===== src/rtl/huffman_packer.sv =====
`default_nettype none
// +--------------------------------------------------------------------------+
// | Module   : huffman_packer                                                |
// | Brief    : Packs gray-level symbols (1..6) into an MSB-first byte stream |
// |            using a latched six-entry Huffman code table.                 |
// | Options  : HUFF_PACK_STATS_EN adds the saturating bit_count port.        |
// | Revision : 1.0 - initial release                                         |
// +--------------------------------------------------------------------------+
module huffman_packer (
  input  logic        clk,
  input  logic        reset,
  input  logic        code_valid,
  input  logic [7:0]  HC1,
  input  logic [7:0]  HC2,
  input  logic [7:0]  HC3,
  input  logic [7:0]  HC4,
  input  logic [7:0]  HC5,
  input  logic [7:0]  HC6,
  input  logic [7:0]  M1,
  input  logic [7:0]  M2,
  input  logic [7:0]  M3,
  input  logic [7:0]  M4,
  input  logic [7:0]  M5,
  input  logic [7:0]  M6,
  input  logic        sym_valid,
  input  logic [7:0]  sym_data,
  input  logic        sym_last,
  output logic        sym_ready,
  output logic        out_valid,
  output logic [7:0]  out_data,
  output logic        out_last,
  input  logic        out_ready,
  output logic        done,
`ifdef HUFF_PACK_STATS_EN
  output logic [15:0] bit_count,
`endif
  output logic        err
);

  localparam logic [1:0] c_IDLE  = 2'd0;
  localparam logic [1:0] c_RUN   = 2'd1;
  localparam logic [1:0] c_FLUSH = 2'd2;
  localparam logic [1:0] c_DONE  = 2'd3;

  function automatic logic [3:0] popcount8(input logic [7:0] v);
    logic [3:0] n;
    n = 4'd0;
    for (int i = 0; i < 8; i++) n = n + {3'b000, v[i]};
    return n;
  endfunction

  logic [1:0]       r_state;
  logic [5:0][7:0]  r_hc;
  logic [5:0][3:0]  r_len;
  logic [15:0]      r_buf;
  logic [4:0]       r_fill;
  logic             r_out_valid;
  logic [7:0]       r_out_data;
  logic             r_out_last;
  logic             r_done;
  logic             r_err;

  logic [5:0][7:0]  w_hc_in;
  logic [5:0][7:0]  w_m_in;
  logic             w_accept;
  logic             w_sym_ok;
  logic             w_append;
  logic [2:0]       w_idx;
  logic [7:0]       w_code;
  logic [3:0]       w_len;
  logic             w_can_load;
  logic             w_pop;
  logic [4:0]       w_pop_amt;
  logic [4:0]       w_fill_pop;
  logic [15:0]      w_buf_pop;
  logic [15:0]      w_code_lj;
  logic [15:0]      w_buf_next;
  logic [4:0]       w_fill_next;

  assign w_hc_in = {HC6, HC5, HC4, HC3, HC2, HC1};
  assign w_m_in  = {M6, M5, M4, M3, M2, M1};

  assign sym_ready  = (r_state == c_RUN) && (r_fill <= 5'd8);
  assign w_accept   = sym_valid && sym_ready;
  assign w_can_load = !r_out_valid || out_ready;
  assign w_idx      = sym_data[2:0] - 3'd1;

  always_comb begin
    w_sym_ok = 1'b0;
    w_code   = 8'h00;
    w_len    = 4'd0;
    if (sym_data >= 8'd1 && sym_data <= 8'd6) begin
      w_code   = r_hc[w_idx];
      w_len    = r_len[w_idx];
      w_sym_ok = (r_len[w_idx] != 4'd0);
    end
  end

  assign w_append = w_accept && w_sym_ok;

  always_comb begin
    w_pop     = 1'b0;
    w_pop_amt = 5'd0;
    if (w_can_load) begin
      if (r_state == c_RUN && r_fill >= 5'd8) begin
        w_pop     = 1'b1;
        w_pop_amt = 5'd8;
      end else if (r_state == c_FLUSH && r_fill != 5'd0) begin
        w_pop     = 1'b1;
        w_pop_amt = (r_fill > 5'd8) ? 5'd8 : r_fill;
      end
    end
  end

  // New code is left-justified, then slid down past the bits surviving the pop.
  assign w_fill_pop  = r_fill - w_pop_amt;
  assign w_buf_pop   = w_pop ? {r_buf[7:0], 8'h00} : r_buf;
  assign w_code_lj   = {w_code, 8'h00} << (4'd8 - w_len);
  assign w_buf_next  = w_buf_pop | (w_append ? (w_code_lj >> w_fill_pop) : 16'h0000);
  assign w_fill_next = w_fill_pop + (w_append ? {1'b0, w_len} : 5'd0);

  always_ff @(posedge clk or posedge reset) begin
    if (reset) begin
      r_state     <= c_IDLE;
      r_hc        <= '0;
      r_len       <= '0;
      r_buf       <= 16'h0000;
      r_fill      <= 5'd0;
      r_out_valid <= 1'b0;
      r_out_data  <= 8'h00;
      r_out_last  <= 1'b0;
      r_done      <= 1'b0;
      r_err       <= 1'b0;
    end else begin
      case (r_state)
        c_IDLE: begin
          if (code_valid) begin
            // Codes are stored pre-masked so stray high bits never leak into the stream.
            for (int i = 0; i < 6; i++) begin
              r_hc[i]  <= w_hc_in[i] & w_m_in[i];
              r_len[i] <= popcount8(w_m_in[i]);
            end
            r_state <= c_RUN;
          end
        end
        c_RUN: begin
          if (w_accept && sym_last) r_state <= c_FLUSH;
        end
        c_FLUSH: begin
          if (r_fill == 5'd0 && w_can_load) begin
            r_state <= c_DONE;
            r_done  <= 1'b1;
          end
        end
        default: begin
        end
      endcase

      r_buf  <= w_buf_next;
      r_fill <= w_fill_next;

      if (w_pop) begin
        r_out_valid <= 1'b1;
        r_out_data  <= r_buf[15:8];
        r_out_last  <= (r_state == c_FLUSH) && (r_fill <= 5'd8);
      end else if (out_ready) begin
        r_out_valid <= 1'b0;
      end

      if (w_accept && !w_sym_ok) r_err <= 1'b1;
    end
  end

  assign out_valid = r_out_valid;
  assign out_data  = r_out_data;
  assign out_last  = r_out_last;
  assign done      = r_done;
  assign err       = r_err;

`ifdef HUFF_PACK_STATS_EN
  logic [15:0] r_bit_count;
  logic [16:0] w_bc_sum;

  assign w_bc_sum = {1'b0, r_bit_count} + {13'd0, w_len};

  always_ff @(posedge clk or posedge reset) begin
    if (reset) begin
      r_bit_count <= 16'h0000;
    end else if (w_append) begin
      r_bit_count <= w_bc_sum[16] ? 16'hFFFF : w_bc_sum[15:0];
    end
  end

  assign bit_count = r_bit_count;
`endif

endmodule
`default_nettype wire

===== config.mk =====
export PLATFORM = sky130hd
export DESIGN_NAME = huffman_packer
export DESIGN_NICKNAME = d
export VERILOG_FILES = /design/src/rtl/huffman_packer.sv
export SDC_FILE = /design/constraint.sdc
export NUM_CORES = 1
export LEC_CHECK = 0
export CAP_MARGIN = 30
export CORE_MARGIN = 2
export CORE_UTILIZATION = 40
export DETAILED_ROUTE_END_ITERATION = 10
export GPL_ROUTABILITY_DRIVEN = 0
export PLACE_DENSITY = 0.75
export SYNTH_ARGS = -nofsm -noshare
export SYNTH_HDL_FRONTEND = slang
export SYNTH_SLANG_ARGS = --single-unit

===== constraint.sdc =====
create_clock -name clk -period 6.1 [get_ports clk]
set_input_delay 1.525 -clock clk [delete_from_list [all_inputs] [get_ports clk]]
set_output_delay 1.525 -clock clk [all_outputs]
set_load 0.01 [all_outputs]

==> impl_metrics.py <==
metrics = {
    "global_route": {
        "first_pass_grt_wire_length_mm": 28.21,
        "grt_start_max_net_pins": 71,
        "global_route.usage.total_pct": 19.02,
        "initial_antenna_violation_count": 0,
        "grt_pass1_vias": 5834,
        "grt_overflow": 0,
    },
    "clock_tree": {
        "cts-buffers-inserted": 9,
        "cts_root_buffer": "clkbuf_16",
        "resized_gates_after_cts": 0,
        "cts.reportedPaths.clkPinSlew_ns": 0.07,
        "post_cts.repair.setup_buffers": 0,
        "cts.sinks": 107,
        "cts.path.max_buffers": 2,
        "number_of_h_tree_levels": 3,
        "insertion_delay_ns": 0.36,
        "cts.hold.buffers_added": 0,
        "cts_tree": "built",
    },
    "placed_design": {
        "dp_hpwl_mm": 13.58,
        "port_buffers": 122,
    },
    "sta": {
        "finalSetupTns_ns": 0,
        "final_hold_viol_count": 0,
        "setup-violations-final": 0,
        "report.final.slew_viol_count": 0,
        "timing.final.crit_period_ns": 5.171,
        "worst_clock_skew_ns": 0.01241,
        "worst-slew-pin-transition_ns": 0.8662,
        "holdWs_ns": 0.4600,
        "rsz0062_at_grt": "no",
        "fin_crit_sh_pct": 84.77,
        "maxSlewHeadroom_pct": 42.25,
        "max_clock_freq_ghz": 0.1934,
    },
    "routing": {
        "detail_route.wirelength.met1_mm": 7.474,
        "drt-total-wl_mm": 17.35,
        "routed.top_layer": "met4",
        "vias": 5995,
        "avgRoutedWirePerCell_microns": 15.34,
        "drt_first_pass_iters": 5,
        "ratio_of_routed_vias_to_standard_cells": 5.301,
        "post-route-drc-count": 0,
        "drt_first_iter_violations": 521,
        "detailroute.wirelength.met3_microns": 907,
        "met2_length_mm": 8.568,
        "antenna_violating_nets_post_route": 0,
    },
    "power": {
        "switchingPower_mw": 1.200,
        "power_mw": 3.042,
        "comb_power_share_pct": 43.4,
        "power-per-cell-area_mw_per_mm2": 343.7,
        "share_seq_of_total_power_pct": 38.0,
        "share_clk_of_total_power_pct": 18.6,
        "max-vdd-ir-drop_v": 0.0001883,
        "leakagePower_nw": 4.233,
        "internal-power_mw": 1.843,
        "sw_frac_of_total_pct": 39.43,
    },
    "final_layout": {
        "mostFrequentLayoutCells": "197 x nand2_1, 121 x clkdlybuf4s50_1, 107 x dfrtp_1, 69 x inv_1, 61 x nand3_1",
        "antennaDiodeCount": 0,
        "finalNetCount": 1071,
        "most_common_cell_after_layout_fill_and_taps_aside": "nand2_1",
        "area_growth_syn_to_layout_pct": 24.39,
        "layout-drive-gt1-share_pct": 6.954,
    },
    "hold_path": {
        "min_path_type": "reg -> reg",
    },
    "worst_setup_path": {
        "critPathArrivalTime_ns": 5.44,
        "timing.critical_path.max_delay_family": "buffers and inverters",
        "crit_path_max_incr_delay_ns": 0.54,
        "setup.worst_path.class": "in -> reg",
        "slowest_stage": "mux4_2",
        "timing.critical_path.cells": "clkdlybuf4s50_1, inv_1, ha_1, buf_4, mux4_2, a22o_1, nand2_1, ha_1, inv_1, mux4_2, nor2_1, o2111ai_1, o311ai_1, o21ai_0, o211ai_1",
        "regToRegSetupSlack_ns": 2.15,
        "required_ns": 6.37,
        "critPathLaunchType": "primary input",
        "critPathMaxFanout": 12,
        "cp-end-kind": "register",
        "worst-path-buf-inv": 4,
    },
    "floorplan": {
        "die-height_microns": 137.4,
        "boundaryPins": 123,
        "core_region_area_sq_mm": 0.01736,
        "die-width_microns": 137.4,
        "initial_utilization_pct": 41.00,
        "die-area_sq_mm": 0.01887,
        "core.rowCount": 48,
    },
    "yosys": {
        "synth_area_leaders": "dfrtp_1 38%, nand2_1 10%, fa_1 7.3%",
        "post_synth_instance_area_sq_mm": 0.007116,
        "synth_warnings": 0,
        "synthesis.nets": 962,
        "post_synth_inst_count": 792,
        "synth_top_area_share_pct": 37.63,
        "ys_ff_latch": 107,
        "synth_top_area_cell": "dfrtp_1",
        "synth_enable_flop_cells": 0,
        "post_synth.cell_area_avg_sq_um": 8.984,
        "ys_types": 67,
        "ys_seq_area_share_pct": 37.63,
        "synthArstFlopShare_pct": 100.0,
        "top_flip_flop_cell_by_instance_count_after_synthesis": "dfrtp_1",
    },
    "run": {
        "cap_violations": 0,
    },
    "status": {
        "run_status": "complete, no violations",
    },
}
## stage by stage
stage / area [sq um] / utilization [%] / cells / setup slack (ns)
floorplan: 7116 / - / 792 / 0.8341
global route: 8851 / 50.99 / 1131 / 0.6535
finish: 8851 / 50.99 / 1131 / 0.9288
global placement: 8568 / 49.37 / 1115 / 0.6816
CTS: 8851 / 50.99 / 1131 / 0.9407
detailed placement: 8568 / 49.37 / 1115 / 0.5679
## synth_stat cells (all sizes together), types with 3 or more instances
library cell / n
and2: 8
a22o: 4
a31oi: 6
fa: 26
nand2: 198
o31ai: 7
nand4: 8
a22oi: 5
xnor2: 9
mux4: 16
o21ai: 32
buf: 9
a21oi: 23
o211ai: 4
a21o: 6
xor2: 9
or2: 3
nor3: 18
and4: 3
nand3: 61
or4: 3
inv: 70
ha: 34
nor2: 29
nor3b: 4
mux2i: 20
dfrtp: 107
clkbuf: 29
mux2: 5
## cells by family (layout without fill, tap and decap cells)
logic type	Yosys count	count (layout)	synth area share, %
AND/OR/NAND/NOR	346	346	21.45
AO/OA/AOI/OAI	112	112	10.64
buffers and inverters	108	222	5.890
flip-flops	107	107	37.63
adder cells (fa/ha/maj)	60	60	13.29
multiplexers	41	41	8.669
XOR/XNOR	18	18	2.427
## path summary, 6_finish.rpt
path                              from    endpoint  depth (start not counted)
hold / removal                     err         err                          1
hold reg to reg                    err         err                          1
setup / recovery           sym_data[1]    r_buf[1]                         15
setup reg to reg             r_fill[1]    r_buf[2]                         14
min in group asynchronous        reset  r_state[0]                          2
max in group asynchronous        reset     r_hc[9]                          3
## worst register-to-register path, delay by kind of cell, from the launching register on
| kind | cells | cell delay, ns |
|---|---|---|
| XOR/XNOR | 1 | 0.24 |
| buffers and inverters | 1 | 0.06 |
| AO/OA/AOI/OAI | 6 | 1.08 |
| AND/OR/NAND/NOR | 4 | 1.47 |
| flip-flops | 1 | 0.45 |
| adder cells (fa/ha/maj) | 2 | 0.57 |
## final cells by class
class | instances | area, sq um
Clock buffer | 10 | 229.0
Fill cell | 1594 | 8506
Tap cell | 225 | 281.5
Inverter | 70 | 265.3
Multi-Input combinational cell | 577 | 4023
Timing Repair Buffer | 136 | 1321
Sequential cell | 107 | 2678
Clock inverter | 6 | 53.80
## flip-flops by register name (all words and copies together), names as in the netlist
register	cells
r_hc	48
r_len	24
err	1
r_fill	5
r_buf	16
r_state	2
out_valid	1
out_data	8
out_last	1
done	1
## power by group through the flow
stage | sequential, mW | combinational (mW) | clock [mW]
after floorplan | 1.11 | 0.937 | 0
after global placement | 1.15 | 1.28 | 0
after detailed placement | 1.16 | 1.32 | 0
after CTS | 1.15 | 1.32 | 0.578
after global routing | 1.19 | 1.48 | 0.605
final | 1.15 | 1.32 | 0.566
## per-layer routing
layer	track usage [%]	vias up
met5	0	-
met2	32.23	186
met3	4.157	31
li1	-	2925
met4	5.556	0
met1	24.44	2853
No activity file was read; power rests on OpenSTA's default activity.
